$ cat src/rtl/regfile_pkg.sv
`default_nettype none
// ============================================================================
//  Module      : regfile_pkg
//  Description : Shared defaults and types for the multi-port register file.
//  Revision    : 1.0 - initial release
// ============================================================================
package regfile_pkg;

  localparam int RF_WIDTH  = 32;
  localparam int RF_DEPTH  = 32;
  localparam int RF_NUM_RD = 2;
  localparam int RF_AW     = $clog2(RF_DEPTH);

  typedef logic [RF_AW-1:0]    rf_addr_t;
  typedef logic [RF_WIDTH-1:0] rf_data_t;

endpackage : regfile_pkg
`default_nettype wire

$ cat src/rtl/regfile_read_port.sv
`default_nettype none
// ============================================================================
//  Module      : regfile_read_port
//  Description : One read port: r0 zeroing, write bypass, storage mux,
//                optional output register and pending-bit gating.
//  Revision    : 1.0 - initial release
// ============================================================================
module regfile_read_port
  import regfile_pkg::*;
#(
  parameter int WIDTH    = RF_WIDTH,
  parameter int DEPTH    = RF_DEPTH,
  parameter int READ_REG = 0,
  parameter int ZERO_R0  = 1,
  parameter int AW       = $clog2(DEPTH)
) (
  input  logic             clk,
  input  logic             reset,
  input  logic [AW-1:0]    rd_addr,
  input  logic [WIDTH-1:0] regs [DEPTH],
  input  logic [DEPTH-1:0] pend,
  input  logic             wr_en,
  input  logic [AW-1:0]    wr_addr,
  input  logic [WIDTH-1:0] wr_data,
  output logic [WIDTH-1:0] rd_data,
  output logic             rd_busy
);

  logic             wr_hit;
  logic [WIDTH-1:0] rd_data_d;
  logic [WIDTH-1:0] rd_data_q;

  // Select the operand: hardwired zero, then the completing write, then storage
  always_comb begin
    wr_hit    = wr_en && (wr_addr == rd_addr);
    rd_data_d = regs[rd_addr];
    if ((ZERO_R0 != 0) && (rd_addr == '0)) begin
      rd_data_d = '0;
    end else if (wr_hit) begin
      rd_data_d = wr_data;
    end
  end

  // Optional pipeline register on the read data; async reset clears it at once
  always_ff @(posedge clk or posedge reset) begin
    if (reset) begin
      rd_data_q <= '0;
    end else begin
      rd_data_q <= rd_data_d;
    end
  end

  assign rd_data = (READ_REG != 0) ? rd_data_q : rd_data_d;

  // A write completing this cycle satisfies the pending load, so it hides the bit
  assign rd_busy = pend[rd_addr] & ~wr_hit;

endmodule : regfile_read_port
`default_nettype wire

$ cat src/rtl/regfile_mp.sv
`default_nettype none
// ============================================================================
//  Module      : regfile_mp
//  Description : Parametrised register file with NUM_RD read ports, one write
//                port, same-cycle bypass and a load-use pending scoreboard.
//  Revision    : 1.0 - initial release
// ============================================================================
module regfile_mp
  import regfile_pkg::*;
#(
  parameter int WIDTH    = RF_WIDTH,
  parameter int DEPTH    = RF_DEPTH,
  parameter int NUM_RD   = RF_NUM_RD,
  parameter int READ_REG = 0,
  parameter int ZERO_R0  = 1,
  parameter int AW       = $clog2(DEPTH)
) (
  input  logic                    clk,
  input  logic                    reset,
  input  logic [NUM_RD*AW-1:0]    rd_addr,
  output logic [NUM_RD*WIDTH-1:0] rd_data,
  output logic [NUM_RD-1:0]       rd_busy,
  input  logic                    wr_en,
  input  logic [AW-1:0]           wr_addr,
  input  logic [WIDTH-1:0]        wr_data,
  input  logic                    busy_set,
  input  logic [AW-1:0]           busy_addr
);

  logic [WIDTH-1:0] regs_q [DEPTH];
  logic [WIDTH-1:0] regs_d [DEPTH];
  logic [DEPTH-1:0] pend_q;
  logic [DEPTH-1:0] pend_d;

  // Next storage contents: one write per cycle, r0 writes dropped when hardwired
  always_comb begin
    regs_d = regs_q;
    if (wr_en && !((ZERO_R0 != 0) && (wr_addr == '0))) begin
      regs_d[wr_addr] = wr_data;
    end
  end

  // Next pending vector: writeback clears, a new load sets (set wins on a tie)
  always_comb begin
    pend_d = pend_q;
    if (wr_en) begin
      pend_d[wr_addr] = 1'b0;
    end
    if (busy_set) begin
      pend_d[busy_addr] = 1'b1;
    end
    if (ZERO_R0 != 0) begin
      pend_d[0] = 1'b0;
    end
  end

  // Storage and scoreboard state; reset aborts any write in the same cycle
  always_ff @(posedge clk or posedge reset) begin
    if (reset) begin
      regs_q <= '{default: '0};
      pend_q <= '0;
    end else begin
      regs_q <= regs_d;
      pend_q <= pend_d;
    end
  end

  generate
    for (genvar i = 0; i < NUM_RD; i++) begin : g_rd_port
      regfile_read_port #(
        .WIDTH    (WIDTH),
        .DEPTH    (DEPTH),
        .READ_REG (READ_REG),
        .ZERO_R0  (ZERO_R0),
        .AW       (AW)
      ) u_rd_port (
        .clk      (clk),
        .reset    (reset),
        .rd_addr  (rd_addr[i*AW +: AW]),
        .regs     (regs_q),
        .pend     (pend_q),
        .wr_en    (wr_en),
        .wr_addr  (wr_addr),
        .wr_data  (wr_data),
        .rd_data  (rd_data[i*WIDTH +: WIDTH]),
        .rd_busy  (rd_busy[i])
      );
    end : g_rd_port
  endgenerate

endmodule : regfile_mp
`default_nettype wire

$ cat config.mk
export PLATFORM = sky130hd
export DESIGN_NAME = regfile_mp
export DESIGN_NICKNAME = d
export VERILOG_FILES = /design/src/rtl/regfile_pkg.sv /design/src/rtl/regfile_read_port.sv /design/src/rtl/regfile_mp.sv
export SDC_FILE = /design/constraint.sdc
export NUM_CORES = 2
export LEC_CHECK = 0
export BUFFER_PORTS_ARGS = -buffer_cell sky130_fd_sc_hd__clkbuf_2
export CAP_MARGIN = 20
export CORE_MARGIN = 10
export CORE_UTILIZATION = 60
export CTS_CLUSTER_DIAMETER = 100
export DETAILED_ROUTE_END_ITERATION = 16
export PLACE_DENSITY_LB_ADDON = 0.05
export SLEW_MARGIN = 10
export SYNTH_ARGS = -nofsm -noshare
export SYNTH_HDL_FRONTEND = slang
export SYNTH_SLANG_ARGS = --single-unit
$ cat constraint.sdc
create_clock -name clk -period 43 [get_ports clk]
set_clock_uncertainty 0.15 [all_clocks]
set_input_delay 2.15 -clock clk [delete_from_list [all_inputs] [get_ports clk]]
set_output_delay 2.15 -clock clk [all_outputs]
set_load 0.02 [all_outputs]
==> Word level (Yosys, flattened, before mapping) <==
Index checks and enable logic that the tools add are counted.
{ "classes": {"n_addsub": 0, "n_mul": 0, "div": 0, "n_lt_le_gt_ge": 10, "eq_ne": 2, "shifts": 0, "n_mux": 23, "bitwise": 10, "n_reduce_logical": 10} }
{ "ops": {"columns": ["cell", "n"], "rows": [
  ["bitwise mux 1024 bit", 1],
  ["2-to-1 mux 32 bit", 11],
  ["binary-select mux 32 bit (select 5 bit)", 2],
  ["demux 32 bit (select 5 bit)", 1],
  ["bitwise AND 32 bit", 1],
  ["NOT 32 bit", 1],
  ["OR 32 bit", 1],
  ["less-than comparator 5 x 6 -> 1 bit, second input constant", 4],
  [">= comparator 6 bit, second input constant", 3],
  ["NOT 5 -> 6 bit", 3],
  ["zero test 5 bit", 3],
  ["binary-select mux 1 bit (select 5 bit)", 2],
  ["demux 1 bit (select 5 bit)", 2],
  ["== test 5 bit", 2],
  [">= comparator 5 x 1 -> 1 bit, second input constant", 2],
  ["logical AND 1 bit", 6],
  ["less-than comparator 6 x 1 -> 1 bit, second input constant", 1],
  ["2-to-1 mux 1 bit", 4],
  ["bitwise AND 1 bit", 2],
  ["NOT 1 bit", 2],
  ["zero test 1 bit", 1]
]} }
{ "totals": {"register_bits": 1055, "latch_bits": 0, "ram_bits": 0, "mem_bits_ro": 0, "input_bits": 56, "output_inout_bits": 66, "elab_cells": 88, "n_memories": 0} }

==> Logic depth before layout (Yosys ltp) <==
{ "logic_depth": {"word_depth": 9, "ltp_mapped": 11, "depth_no_buf": 5} }

==> Modules after synthesis <==
A second synthesis with hierarchy kept.
{ "hier_totals": {"hier_cells": 4057, "hier_area_um2": 57662.8} }
{ "by_module_without_submodules": {"columns": ["module", "instances", "cells_each", "area_each_um2", "seq_area_each_um2"], "rows": [
  ["regfile_mp", 1, 2399, 39290.2, 26400.3],
  ["regfile_read_port", 2, 829, 9186.3, 0.0]
]} }

==> Least setup slack after synthesis <==
Ideal clock, no wire load.
{ "synth_timing": {"path_type": "input -> output", "start": "in rd_addr[0]", "end": "out rd_data[11]", "arrival_time_ns": 3.784, "required_ns": 40.700, "slack_ns": 36.916, "path_stages": 7, "path_buffers": 3, "cell_sequence": "buf_2 -> buf_2 -> buf_2 -> mux4_2 -> o22ai_1 -> nor2_1 -> a32o_1"} }
{ "synth_via": {"elab_chain_cells": 6, "elab_cells_between_ends": 9, "classes_between": "eq/ne (1); mux (5); bitwise (1); reduce/logical (2)"} }
{ "synth_rtl": {"columns": ["item", "line", "source"], "rows": [
  ["from (decl)", "regfile_mp.sv:20", "input logic [NUM_RD*AW-1:0] rd_addr,"],
  ["NOT 5 -> 6 bit (implied by the code)", "regfile_read_port.sv:36", "rd_data_d = regs[rd_addr];"],
  ["binary-select mux 32 bit (select 5 bit)", "regfile_read_port.sv:36", null],
  ["2-to-1 mux 32 bit (implied by the code) (2 in a row)", "regfile_read_port.sv:36", null],
  ["2-to-1 mux 32 bit", "regfile_read_port.sv:39", "end else if (wr_hit) begin"],
  ["2-to-1 mux 32 bit (*)", "regfile_read_port.sv:37", "if ((ZERO_R0 != 0) && (rd_addr == '0)) begin"],
  ["to (decl)", "regfile_mp.sv:21", "output logic [NUM_RD*WIDTH-1:0] rd_data,"]
]} }
Mark *: on every way between the ends. The rest lies on a longest branch, timed or not. The select of a mux whose other input is x is not followed.

==> Worst setup path in the final report <==
{ "layout_timing": {"start": "in rd_addr[5]", "end": "out rd_data[60]"} }
The elaborated chain is that of the path after synthesis.

==> flow_summary.yaml <==
clock_network:
  cts_root_buf: "clkbuf_16"
  post-cts-setup-buffer-count: 0
  ctsLongestPathBuffers: 3
  cts_tree: "yes"
  cts.htree.levels: 3
  ctsResizeCount: 0
  clk_latency_ns: 0.69
  ctsHoldBuffers: 0
  cts_sinks: 1055
  cts_buffers: 112
  clk_pin_slew_ns: 0.06
floorplan:
  ios: 122
  core_area_sq_um: 93050
  start_util_pct: 60.34
  die-width_um: 325.9
  die-area_sq_um: 106200
  die_y_um: 325.9
  rows: 112
setup_path:
  path_max_fanout: 66
  critPathBufInv: 4
  critPathTopFamily: "buffers and inverters"
  criticalPathCategory: "in2out"
  cp_common_cell: "buf_4"
  critPathMaxStageDelay_ns: 0.90
  crit_chain: "buf_8, buf_4, buf_4, mux4_2, mux2i_1, o221ai_1, o221a_2, clkbuf_2"
  end_kind: "primary output"
  worstSetupStartpointType: "input port"
  required_ns: 40.70
  slowest_stage: "buf_4"
  critPathArrivalTime_ns: 6.13
yosys:
  synth.area.top_cells: "dfrtp_1 (47%), mux2_2 (20%), mux4_2 (19%)"
  ys.flop_type: "dfrtp_1"
  synth_top_area_cell: "dfrtp_1"
  synth_most_common_cell: "dfrtp_1"
  synth_area_per_cell_sq_um: 14.79
  synth-edff-count: 0
  synth-seq-cells: 1055
  yosys_warnings: 0
  synth_cell_type_count: 51
  synthTopCellsByCount: "dfrtp_1 (1055), mux2_2 (988), mux4_2 (479), clkbuf_1 (224)"
  async_flop_share_pct: 100.0
  syn-num-nets: 3853
  synthCells: 3797
  ys_seq_area_share_pct: 47.02
  synth_area_sq_um: 56150
  yosysTopAreaCellShare_pct: 47.02
global_route:
  grtUsageTotal_pct: 33.49
  grt_pass1_wl_mm: 265.1
  grt_max_degree: 130
  overflow: 0
  antenna_found_initial: 4
  grt_pass1_vias: 39090
placed_design:
  dpl.hpwl_mm: 97.20
  gp_congestion: 0.8387
  port_buffers: 121
sta:
  setup_viol: 0
  max_freq_mhz: 118.6
  period_needed_ns: 8.431
  worst_pin_slew_ns: 1.171
  finalMaxSlewViolations: 0
  finalHoldViolations: 0
  relSlewSlack_pct: 21.94
  fin_crit_sh_pct: 19.61
  rsz0062_at_grt: "no"
  tns_ns: 0
status:
  status: "finished, final reports clean"
routing:
  dr.pass1.iters: 5
  via_per_inst: 7.339
  finalWirelength_mm: 178.5
  drtAntennaViolNets: 0
  drc: 0
  vias: 36850
  wl_per_cell_um: 35.54
  detail_route.iter0.violations: 3831
layout:
  area.growth.synth_to_final_pct: 8.539
  drive_above_1_share_pct: 51.10
  final_nets: 3739
  final_util_pct: 65.49
pwr:
  power_leakage_nw: 26.35
  ir_drop_mv: 0.03352
  powerDensity_nw_per_um2: 47.29
min_path:
  hold_class: "reg2reg"
job:
  drv_cap: 0
## metal layers
| metal | track usage (%) | wire length [um] | vias to the layer above | share of wire [%] |
|---|---|---|---|---|
| met3 | 6.434 | 14470 | 596 | 8.1 |
| met2 | 52.97 | 84310 | 1931 | 47 |
| met4 | 18.46 | 11580 | 4 | 6.5 |
| li1 | - | - | 14510 | - |
| met5 | 0 | 29 | - | 0.016 |
| met1 | 43.63 | 68070 | 19820 | 38 |
## logic make-up after synthesis
group                     count (synthesis)  share of synthesized area, %
AOI/OAI and AO/OA                       382                         4.992
xor gates and xnor gates                 10                        0.1560
buffers and inverters                   441                         3.750
DFF                                    1055                         47.02
muxes                                  1608                         41.56
and+or+nand+nor                         301                         2.523
## registers in the layout (all words and copies together), names as in the netlist
| signal | flops |
|---|---|
| regs_q | 1024 |
| pend_q | 31 |
## metrics by stage
stage / worst slack [ns] / hold WS (ns) / total power, W / area [sq um] / std cells
3_5_place_dp: 34.56 / 0.2344 / 0.001925 / 57160 / 4818
6_report: 34.57 / 0.2442 / 0.002882 / 60940 / 5022
5_1_grt: 34.32 / 0.2602 / 0.002996 / 60940 / 5020
2_1_floorplan: 11.00 / 0.2913 / 0.001767 / 56150 / 3797
3_3_place_gp: 34.58 / 0.2269 / 0.001884 / 57150 / 4818
4_1_cts: 34.56 / 0.2473 / 0.002885 / 60800 / 5014
## worst paths after layout
check                                         from                       to  slack, ns  cells after the start
max                                     rd_addr[5]              rd_data[60]      34.57                      8
min                        regs_q[999]$_DFFE_PP0P_  regs_q[999]$_DFFE_PP0P_       0.24                      0
max reg2reg                regs_q[365]$_DFFE_PP0P_  regs_q[365]$_DFFE_PP0P_      42.04                      1
min reg2reg                regs_q[999]$_DFFE_PP0P_  regs_q[999]$_DFFE_PP0P_       0.24                      0
max in group asynchronous                    reset  regs_q[974]$_DFFE_PP0P_      36.59                      8
min in group asynchronous                    reset     pend_q[26]$_DFF_PP0_       1.47                      2
## cell usage in the layout, fill, tap and decap left out, types with 55 or more instances in the layout
master,synthesis,layout
buf_4,21,87
clkbuf_2,0,115
dfrtp_1,1055,1055
clkbuf_16,0,117
nand2_1,88,70
nand3_1,56,55
mux2_2,988,988
mux4_2,479,479
a22oi_1,80,80
o22ai_1,130,130
nor2_1,88,73
mux2i_1,133,133
## where the power goes
part           switching [W]  internal [W]
Combinational       0.000246      0.000347
Sequential          0.000139       0.00118
Clock               0.000403      0.000563
Total               0.000788       0.00209
## area by class of cell
cell class	instances	area, sq um
Fill cell	6554	32110
Clock inverter	23	229.0
Antenna cell	3	7.507
Multi-Input combinational cell	2301	27890
Inverter	1	11.26
Timing Repair Buffer	212	1431
Clock buffer	173	3408
Tap cell	1254	1569
Sequential cell	1055	26400
Note: power is estimated with default switching activity, not from simulation.
